--- config.mk ---
export PLATFORM = sky130hd
export DESIGN_NAME = weight_fetch_arbiter_flat
export DESIGN_NICKNAME = d
export VERILOG_FILES = /design/src/rtl/weight_fetch_arbiter_pkg.sv /design/src/rtl/weight_fetch_arbiter_if.sv /design/src/rtl/weight_fetch_arbiter_rr_arbiter.sv /design/src/rtl/weight_fetch_arbiter.sv /design/src/flat_wrapper.sv
export SDC_FILE = /design/constraint.sdc
export NUM_CORES = 1
export LEC_CHECK = 0
export ABC_AREA = 1
export CORE_MARGIN = 8
export CORE_UTILIZATION = 45
export CTS_BUF_LIST = sky130_fd_sc_hd__clkbuf_8 sky130_fd_sc_hd__clkbuf_16
export DETAILED_ROUTE_END_ITERATION = 6
export DONT_BUFFER_PORTS = 1
export SLEW_MARGIN = 5
export SYNTH_ARGS = -nofsm -noshare
export SYNTH_HDL_FRONTEND = slang
export SYNTH_SLANG_ARGS = --single-unit
export TNS_END_PERCENT = 10
--- constraint.sdc ---
create_clock -name clk -period 2 [get_ports clk]
set_input_delay 0.4 -clock clk [delete_from_list [all_inputs] [get_ports clk]]
set_output_delay 0.4 -clock clk [all_outputs]
set_load 0.02 [all_outputs]
--- src/rtl/weight_fetch_arbiter_pkg.sv ---
// Shared definitions for the weight fetch path: FSM states, slot count and
// the weight RAM address field layout {layer, unit, slot}.
package nn_pkg;

  typedef enum logic [1:0] {
    IDLE  = 2'd0,
    FETCH = 2'd1,
    DRAIN = 2'd2
  } fetch_state_e;

  localparam int SLOTS_PER_UNIT = 4;
  localparam int SLOT_W         = 2;
  localparam int UNIT_W         = 2;
  localparam int LAYER_W        = 2;

  // Address field bit positions within the 6-bit weight address
  localparam int SLOT_LSB     = 0;
  localparam int UNIT_LSB     = SLOT_LSB + SLOT_W;
  localparam int LAYER_LSB    = UNIT_LSB + UNIT_W;
  localparam int ADDR_FIELD_W = LAYER_LSB + LAYER_W;

  localparam logic [SLOT_W-1:0] SLOT_LAST = SLOT_W'(SLOTS_PER_UNIT - 1);

  // Pack layer/unit/slot into the native address field
  function automatic logic [ADDR_FIELD_W-1:0] weight_addr(
    input logic [LAYER_W-1:0] layer,
    input logic [UNIT_W-1:0]  unit,
    input logic [SLOT_W-1:0]  slot
  );
    logic [ADDR_FIELD_W-1:0] a;
    a = '0;
    a[LAYER_LSB +: LAYER_W] = layer;
    a[UNIT_LSB  +: UNIT_W]  = unit;
    a[SLOT_LSB  +: SLOT_W]  = slot;
    return a;
  endfunction

endpackage

--- src/rtl/weight_fetch_arbiter_if.sv ---
// Request / RAM / slot-write bundle between the unit array, the weight RAM
// and the arbiter. The master side is the system (units + RAM), the slave
// side is the arbiter.
interface weight_fetch_arbiter_if
  import nn_pkg::*;
#(
  parameter int NUM_UNITS = 4,
  parameter int WEIGHT_W  = 8,
  parameter int ADDR_W    = 8
);
  logic [LAYER_W-1:0]   layer;
  logic [NUM_UNITS-1:0] req;
  logic [NUM_UNITS-1:0] grant;
  logic                 busy;
  logic                 ram_en;
  logic [ADDR_W-1:0]    ram_addr;
  logic [WEIGHT_W-1:0]  ram_data;
  logic [WEIGHT_W-1:0]  weight;
  logic [SLOT_W-1:0]    unit_address;
  logic [NUM_UNITS-1:0] write;
  logic [NUM_UNITS-1:0] set_done;

  modport master (
    output layer, req, ram_data,
    input  grant, busy, ram_en, ram_addr, weight, unit_address, write, set_done
  );

  modport slave (
    input  layer, req, ram_data,
    output grant, busy, ram_en, ram_addr, weight, unit_address, write, set_done
  );
endinterface

--- src/rtl/weight_fetch_arbiter_rr_arbiter.sv ---
// Round-robin select: first requesting unit above the pointer, with wrap.
// The pointer moves to the winner when the grant is taken.
module rr_arbiter #(
  parameter int NUM_UNITS = 4,
  parameter int IDX_W     = 2
) (
  input  logic                 clk,
  input  logic                 rst_n,
  input  logic [NUM_UNITS-1:0] req,
  input  logic                 take,
  output logic                 win_vld,
  output logic [IDX_W-1:0]     win_idx
);
  logic [IDX_W-1:0] ptr;
  logic [IDX_W-1:0] cand;

  // Rotate-priority search starting at ptr+1
  always_comb begin
    win_vld = 1'b0;
    win_idx = '0;
    cand    = '0;
    for (int i = 1; i <= NUM_UNITS; i++) begin
      cand = IDX_W'((int'(ptr) + i) % NUM_UNITS);
      if (!win_vld && req[cand]) begin
        win_vld = 1'b1;
        win_idx = cand;
      end
    end
  end

  // Pointer resets to the last unit so unit 0 wins first
  always_ff @(posedge clk or negedge rst_n) begin
    if (!rst_n)    ptr <= IDX_W'(NUM_UNITS - 1);
    else if (take) ptr <= win_idx;
  end
endmodule

--- src/rtl/weight_fetch_arbiter.sv ---
// Weight RAM arbiter: grants one unit at a time, issues its four slot reads,
// and steers the returned weights into that unit's slots.
module weight_fetch_arbiter
  import nn_pkg::*;
#(
  parameter int NUM_UNITS = 4,
  parameter int WEIGHT_W  = 8,
  parameter int ADDR_W    = 8,
  parameter int RAM_LAT   = 1
) (
  input  logic clk,
  input  logic reset,
  weight_fetch_arbiter_if.slave bus
);
  localparam int PIPE_MSB = RAM_LAT - 1;
  localparam int DRAIN_W  = $clog2(RAM_LAT + 1);
  localparam logic [DRAIN_W-1:0]   DRAIN_LAST = DRAIN_W'(RAM_LAT);
  localparam logic [NUM_UNITS-1:0] UNIT_ONE   = NUM_UNITS'(1);

  fetch_state_e         state;
  logic [UNIT_W-1:0]    unit_idx;
  logic [LAYER_W-1:0]   layer_q;
  logic [SLOT_W-1:0]    slot_q;
  logic [DRAIN_W-1:0]   drain_cnt;

  logic [NUM_UNITS-1:0] grant_q;
  logic                 busy_q;
  logic                 ram_en_q;
  logic [ADDR_W-1:0]    ram_addr_q;

  // Return path: read-enable and slot delayed until the data is valid
  logic [PIPE_MSB:0]              vld_pipe;
  logic [PIPE_MSB:0][SLOT_W-1:0]  slot_pipe;
  logic [WEIGHT_W-1:0]            weight_q;
  logic [SLOT_W-1:0]              ua_q;
  logic [NUM_UNITS-1:0]           write_q;
  logic [NUM_UNITS-1:0]           set_done_q;

  logic              win_vld;
  logic [UNIT_W-1:0] win_idx;
  logic              take;

  assign take = (state == IDLE) && win_vld;

  rr_arbiter #(
    .NUM_UNITS (NUM_UNITS),
    .IDX_W     (UNIT_W)
  ) u_rr (
    .clk     (clk),
    .rst_n   (reset),
    .req     (bus.req),
    .take    (take),
    .win_vld (win_vld),
    .win_idx (win_idx)
  );

  // Grant FSM and address generator; layer is frozen at grant time
  always_ff @(posedge clk or negedge reset) begin
    if (!reset) begin
      state      <= IDLE;
      unit_idx   <= '0;
      layer_q    <= '0;
      slot_q     <= '0;
      drain_cnt  <= '0;
      grant_q    <= '0;
      busy_q     <= 1'b0;
      ram_en_q   <= 1'b0;
      ram_addr_q <= '0;
    end else begin
      case (state)
        IDLE: begin
          if (win_vld) begin
            state      <= FETCH;
            unit_idx   <= win_idx;
            layer_q    <= bus.layer;
            slot_q     <= '0;
            grant_q    <= UNIT_ONE << win_idx;
            busy_q     <= 1'b1;
            ram_en_q   <= 1'b1;
            ram_addr_q <= ADDR_W'(weight_addr(bus.layer, win_idx, '0));
          end
        end
        FETCH: begin
          if (slot_q == SLOT_LAST) begin
            state      <= DRAIN;
            drain_cnt  <= '0;
            ram_en_q   <= 1'b0;
            ram_addr_q <= '0;
          end else begin
            slot_q     <= slot_q + 1'b1;
            ram_addr_q <= ADDR_W'(weight_addr(layer_q, unit_idx, slot_q + 1'b1));
          end
        end
        DRAIN: begin
          if (drain_cnt == DRAIN_LAST) begin
            state   <= IDLE;
            grant_q <= '0;
            busy_q  <= 1'b0;
          end else begin
            drain_cnt <= drain_cnt + 1'b1;
          end
        end
        default: state <= IDLE;
      endcase
    end
  end

  // Delay line and slot write; a reset drops any in-flight write
  always_ff @(posedge clk or negedge reset) begin
    if (!reset) begin
      vld_pipe   <= '0;
      slot_pipe  <= '0;
      weight_q   <= '0;
      ua_q       <= '0;
      write_q    <= '0;
      set_done_q <= '0;
    end else begin
      vld_pipe[0]  <= ram_en_q;
      slot_pipe[0] <= slot_q;
      for (int k = 1; k <= PIPE_MSB; k++) begin
        vld_pipe[k]  <= vld_pipe[k-1];
        slot_pipe[k] <= slot_pipe[k-1];
      end
      write_q    <= vld_pipe[PIPE_MSB] ? (UNIT_ONE << unit_idx) : '0;
      set_done_q <= (vld_pipe[PIPE_MSB] && slot_pipe[PIPE_MSB] == SLOT_LAST)
                    ? (UNIT_ONE << unit_idx) : '0;
      if (vld_pipe[PIPE_MSB]) begin
        weight_q <= bus.ram_data;
        ua_q     <= slot_pipe[PIPE_MSB];
      end
    end
  end

  assign bus.grant        = grant_q;
  assign bus.busy         = busy_q;
  assign bus.ram_en       = ram_en_q;
  assign bus.ram_addr     = ram_addr_q;
  assign bus.weight       = weight_q;
  assign bus.unit_address = ua_q;
  assign bus.write        = write_q;
  assign bus.set_done     = set_done_q;
endmodule

--- src/flat_wrapper.sv ---
// flat-port wrapper written by rule: the top's interface ports become plain ports
module weight_fetch_arbiter_flat import nn_pkg::*;
#(
  parameter int NUM_UNITS = 4,
  parameter int WEIGHT_W  = 8,
  parameter int ADDR_W    = 8,
  parameter int RAM_LAT   = 1
)
  (clk, reset, bus_layer, bus_req, bus_ram_data, bus_grant, bus_busy, bus_ram_en, bus_ram_addr, bus_weight, bus_unit_address, bus_write, bus_set_done);
  weight_fetch_arbiter_if #(.NUM_UNITS(NUM_UNITS), .WEIGHT_W(WEIGHT_W), .ADDR_W(ADDR_W)) bus_i ();
  input  logic clk;
  input  logic reset;
  input wire logic [$bits(bus_i.layer)-1:0] bus_layer;
  input wire logic [$bits(bus_i.req)-1:0] bus_req;
  input wire logic [$bits(bus_i.ram_data)-1:0] bus_ram_data;
  output wire logic [$bits(bus_i.grant)-1:0] bus_grant;
  output wire logic [$bits(bus_i.busy)-1:0] bus_busy;
  output wire logic [$bits(bus_i.ram_en)-1:0] bus_ram_en;
  output wire logic [$bits(bus_i.ram_addr)-1:0] bus_ram_addr;
  output wire logic [$bits(bus_i.weight)-1:0] bus_weight;
  output wire logic [$bits(bus_i.unit_address)-1:0] bus_unit_address;
  output wire logic [$bits(bus_i.write)-1:0] bus_write;
  output wire logic [$bits(bus_i.set_done)-1:0] bus_set_done;
  assign bus_i.layer = bus_layer;
  assign bus_i.req = bus_req;
  assign bus_i.ram_data = bus_ram_data;
  assign bus_grant = bus_i.grant;
  assign bus_busy = bus_i.busy;
  assign bus_ram_en = bus_i.ram_en;
  assign bus_ram_addr = bus_i.ram_addr;
  assign bus_weight = bus_i.weight;
  assign bus_unit_address = bus_i.unit_address;
  assign bus_write = bus_i.write;
  assign bus_set_done = bus_i.set_done;
  weight_fetch_arbiter #(.NUM_UNITS(NUM_UNITS), .WEIGHT_W(WEIGHT_W), .ADDR_W(ADDR_W), .RAM_LAT(RAM_LAT)) u_core (.clk(clk), .reset(reset), .bus(bus_i));
endmodule
==> results by stage <==
STA:
- Subtracting the final worst setup slack from the clock period gives 1.81 ns.
- The maximum operating frequency is 553 MHz.
- The number of slew-limit violations in the final report is 0.
- The count of final hold-check violations is 0.
- The hold slack is 0.213 ns.
- For the final database, setup skew stands at 0.0109 ns.
- In the finished design, the share of the clock period the worst path needs comes to 90.5%.
- The number of failing setup endpoints in the final timing report is 0.
- The final sum of negative setup slack is 0 ns.
- Setup repair after global routing left no endpoint under its margin.

Route:
- The DRC marker count from the first detailed-route iteration is 80.
- The count of TritonRoute iterations in the first routing pass is 4.
- The total via count after detailed routing is 1,442.
- The DRC violations left is 0.
- Dividing the detail-routed wire length by the instance count gives 13.6 um.
- The routed wire length is 3.92 mm.
- Using the TritonRoute via totals, the vias-per-cell ratio works out to 5.01.
- The count of nets left with antenna violations once routing finished came out at 0.

Critical path:
- The highest-delay cell along the critical path is sky130_fd_sc_hd__dfstp_2.
- The path type of the worst setup path is reg -> reg.
- Traced cell by cell, the critical path runs through buf_4, nand2_1, nand2_1, inv_1, o21ai_0, nand3_1, o21ai_2, nand2_1, o21ai_1.
- The signal arrival time at the worst endpoint is 2.03 ns.
- The peak per-stage delay on the critical path is 0.54 ns.
- The endpoint kind of the worst setup timing path is a flip-flop.
- In this run the worst path has a maximum fanout of 10.
- By instance count, the cell type seen most on the critical path is sky130_fd_sc_hd__nand2_1.
- STA classifies the critical path startpoint as a flip-flop.
- Data on the critical path is required at its endpoint by 2.22 ns.

GRT:
- The total global routing track utilization is 12.3%.
- The initial antenna violation count is 0.
- The number of global-route vias before repair is 1,397.
- The first global-routing pass estimated 6.36 mm of wire.
- Entering global routing, the biggest net connects 45 pins.
- The total congestion overflow after global routing is 0.

Die:
- The floorplan step set the die height to 82.2 um.
- From left edge to right edge, the die measures 82.2 um.
- The starting density of the core is 45.9%.
- The floorplan has 24 rows.
- The die covers 0.00675 mm2.
- The number of top-level pins is 48.
- The area of the core is 0.00429 mm2.

Power and ir drop:
- The leakage power summed over all cells is 0.00113 uW.
- The worst-case IR drop observed on VDD is 0.781 mV.
- The power density over the cells is 1890 mW/mm2.
- The total power is 4080 uW.

Placed design:
- Buffers placed on the I/O ports in this run total 0.
- The congestion estimate from routability-driven global placement came to 0.843.
- Once placement finished, the instance area stood at 0.00200 mm2.
- Detailed placement finished with a half-perimeter wire length of 2.90 mm.

Min path:
- The classification of the worst-slack hold path is in -> reg.

Synth:
- The flip-flop and latch count after synthesis is 44.
- The warning count from the yosys run is 0.
- The cell area after synthesis is 0.00197 mm2.
- The synthesized area per cell is 8.64 um2.
- The netlist uses 24 different library cells.
- The gate count after technology mapping is 228.
- The share of the yosys chip area belonging to registers is 56.0%.

Finish:
- The antenna diode count is 0.
- The number of nets in the layout is 252.
- The area growth from synthesis to final layout is 9.78%.
- The filler cells instantiated in the layout total 392.
- After routing the design area is 0.00216 mm2.
- The library cell used most frequently in the layout, excluding fill and tap cells, is sky130_fd_sc_hd__nand2_1.
- In the layout the commonest cells are sky130_fd_sc_hd__nand2_1 (87), sky130_fd_sc_hd__dfrtp_1 (42), sky130_fd_sc_hd__nand3_1 (24).
- Of the cells placed in the final design, the portion with a size suffix greater than 1 is 14.4%.

Clocking:
- The clock tree from TritonCTS is built.
- In this run, post-CTS repair resized a total of 0 instances.
- The clock tree root driver cell is sky130_fd_sc_hd__clkbuf_8.
- The later pin in the worst-skew pair is clocked with a latency of 0.30 ns.
- The CTS sink count is 44.
- After clock tree synthesis, the clock-pin slew on the worst setup and hold paths is 0.09 ns.
- The number of clock buffers added by TritonCTS is 5.
- The clock passes through at most 2 buffers.
- The maximum level of the CTS H-tree is 2.

Flow run:
- The max-capacitance violation count is 0.

Status:
- The run finished with clean final reports.
-- cells by family after synthesis --
logic type	count (synthesis)	synth area share [%]
AOI/OAI and AO/OA	14	4.57
DFF	44	56.0
other	1	0.190
adders and majority gates	1	0.635
and+or+nand+nor	142	32.0
buffers and inverters	26	6.61
-- synth_stat cells, drive strengths merged --
library cell / count / share of area [%]
a21boi: 2 / 0.76
nand3: 25 / 6.6
ha: 1 / 0.64
inv: 18 / 3.6
o21ai: 11 / 3.6
nor2: 12 / 3.0
nor3: 8 / 2.0
nand2: 95 / 20
conb: 1 / 0.19
dfrtp: 42 / 53
dfstp: 2 / 2.7
nand4: 2 / 0.64
a21oi: 1 / 0.25
buf: 6 / 2.7
clkbuf: 2 / 0.38
-- report_power, final --
group	leakage, uW	total [uW]	internal, uW	switching (uW)
clock network	0.0000583	682	376	306
logic	0.000529	1600	564	1040
registers	0.000539	1800	1260	534
total	0.00113	4080	2200	1880
-- final cells by class --
class / count / area (um2) / area share (%)
Sequential cell: 44 / 1100 / 51.0
Multi-Input combinational cell: 159 / 739 / 34.2
Inverter: 18 / 70.1 / 3.24
Clock buffer: 5 / 68.8 / 3.18
Timing Repair Buffer: 7 / 67.6 / 3.13
Tap cell: 52 / 65.1 / 3.01
Clock inverter: 3 / 47.5 / 2.20
-- registers in the layout, indices dropped and copies added (netlist names) --
register / count
u_core.bus.busy: 1
u_core.bus.grant: 4
u_core.bus.ram_addr: 6
u_core.bus.ram_en: 1
u_core.bus.set_done: 4
u_core.bus.unit_address: 2
u_core.bus.weight: 8
u_core.bus.write: 4
u_core.drain_cnt: 1
u_core.layer_q: 2
u_core.slot_pipe: 2
u_core.slot_q: 2
u_core.state: 2
u_core.u_rr.ptr: 2
u_core.unit_idx: 2
u_core.vld_pipe: 1
-- metal layers --
layer / track usage, % / share of wire (%) / vias to the layer above
li1: - / - / 742
met1: 15.0 / 44 / 646
met2: 18.2 / 42 / 46
met3: 5.95 / 12 / 8
met4: 5.26 / 1.6 / 0
met5: 0 / 0 / -
-- per-stage QoR --
step	util, %	setup slack, ns	std cells
global placement	46.6	0.214	276
finish	50.3	0.191	288
CTS	50.0	0.176	286
global route	50.3	0.0158	288
floorplan	-	0.342	229
detailed placement	46.6	0.196	276
-- critical path: cells and delay by family (launching register included) --
kind                   cells  cell delay (ns)
buffers and inverters      2             0.22
AO/OA/AOI/OAI              3             0.53
flip-flops                 1             0.54
AND/OR/NAND/NOR            4             0.46
-- final timing paths --
kind	to	cells after the start	start	slack, ns
worst min register to register	u_core.slot_pipe[0]	0	u_core.slot_q[0]	0.42
min in group asynchronous	u_core.bus.write[0]	2	reset	0.58
max in group asynchronous	u_core.u_rr.ptr[0]	2	reset	1.15
worst max-delay path	u_core.u_rr.ptr[1]	9	u_core.u_rr.ptr[0]	0.19
worst max register to register	u_core.u_rr.ptr[1]	9	u_core.u_rr.ptr[0]	0.19
worst min-delay path	u_core.bus.weight[7]	2	bus_ram_data[7]	0.21
-- repair_timing --
item,4_1_cts,5_1_grt
hold buffers,2,0
hold endpoints to repair,44,0
endpoints found under the setup margin,0,1
setup buffers,0,2
Power figures use the tool's default switching activity.
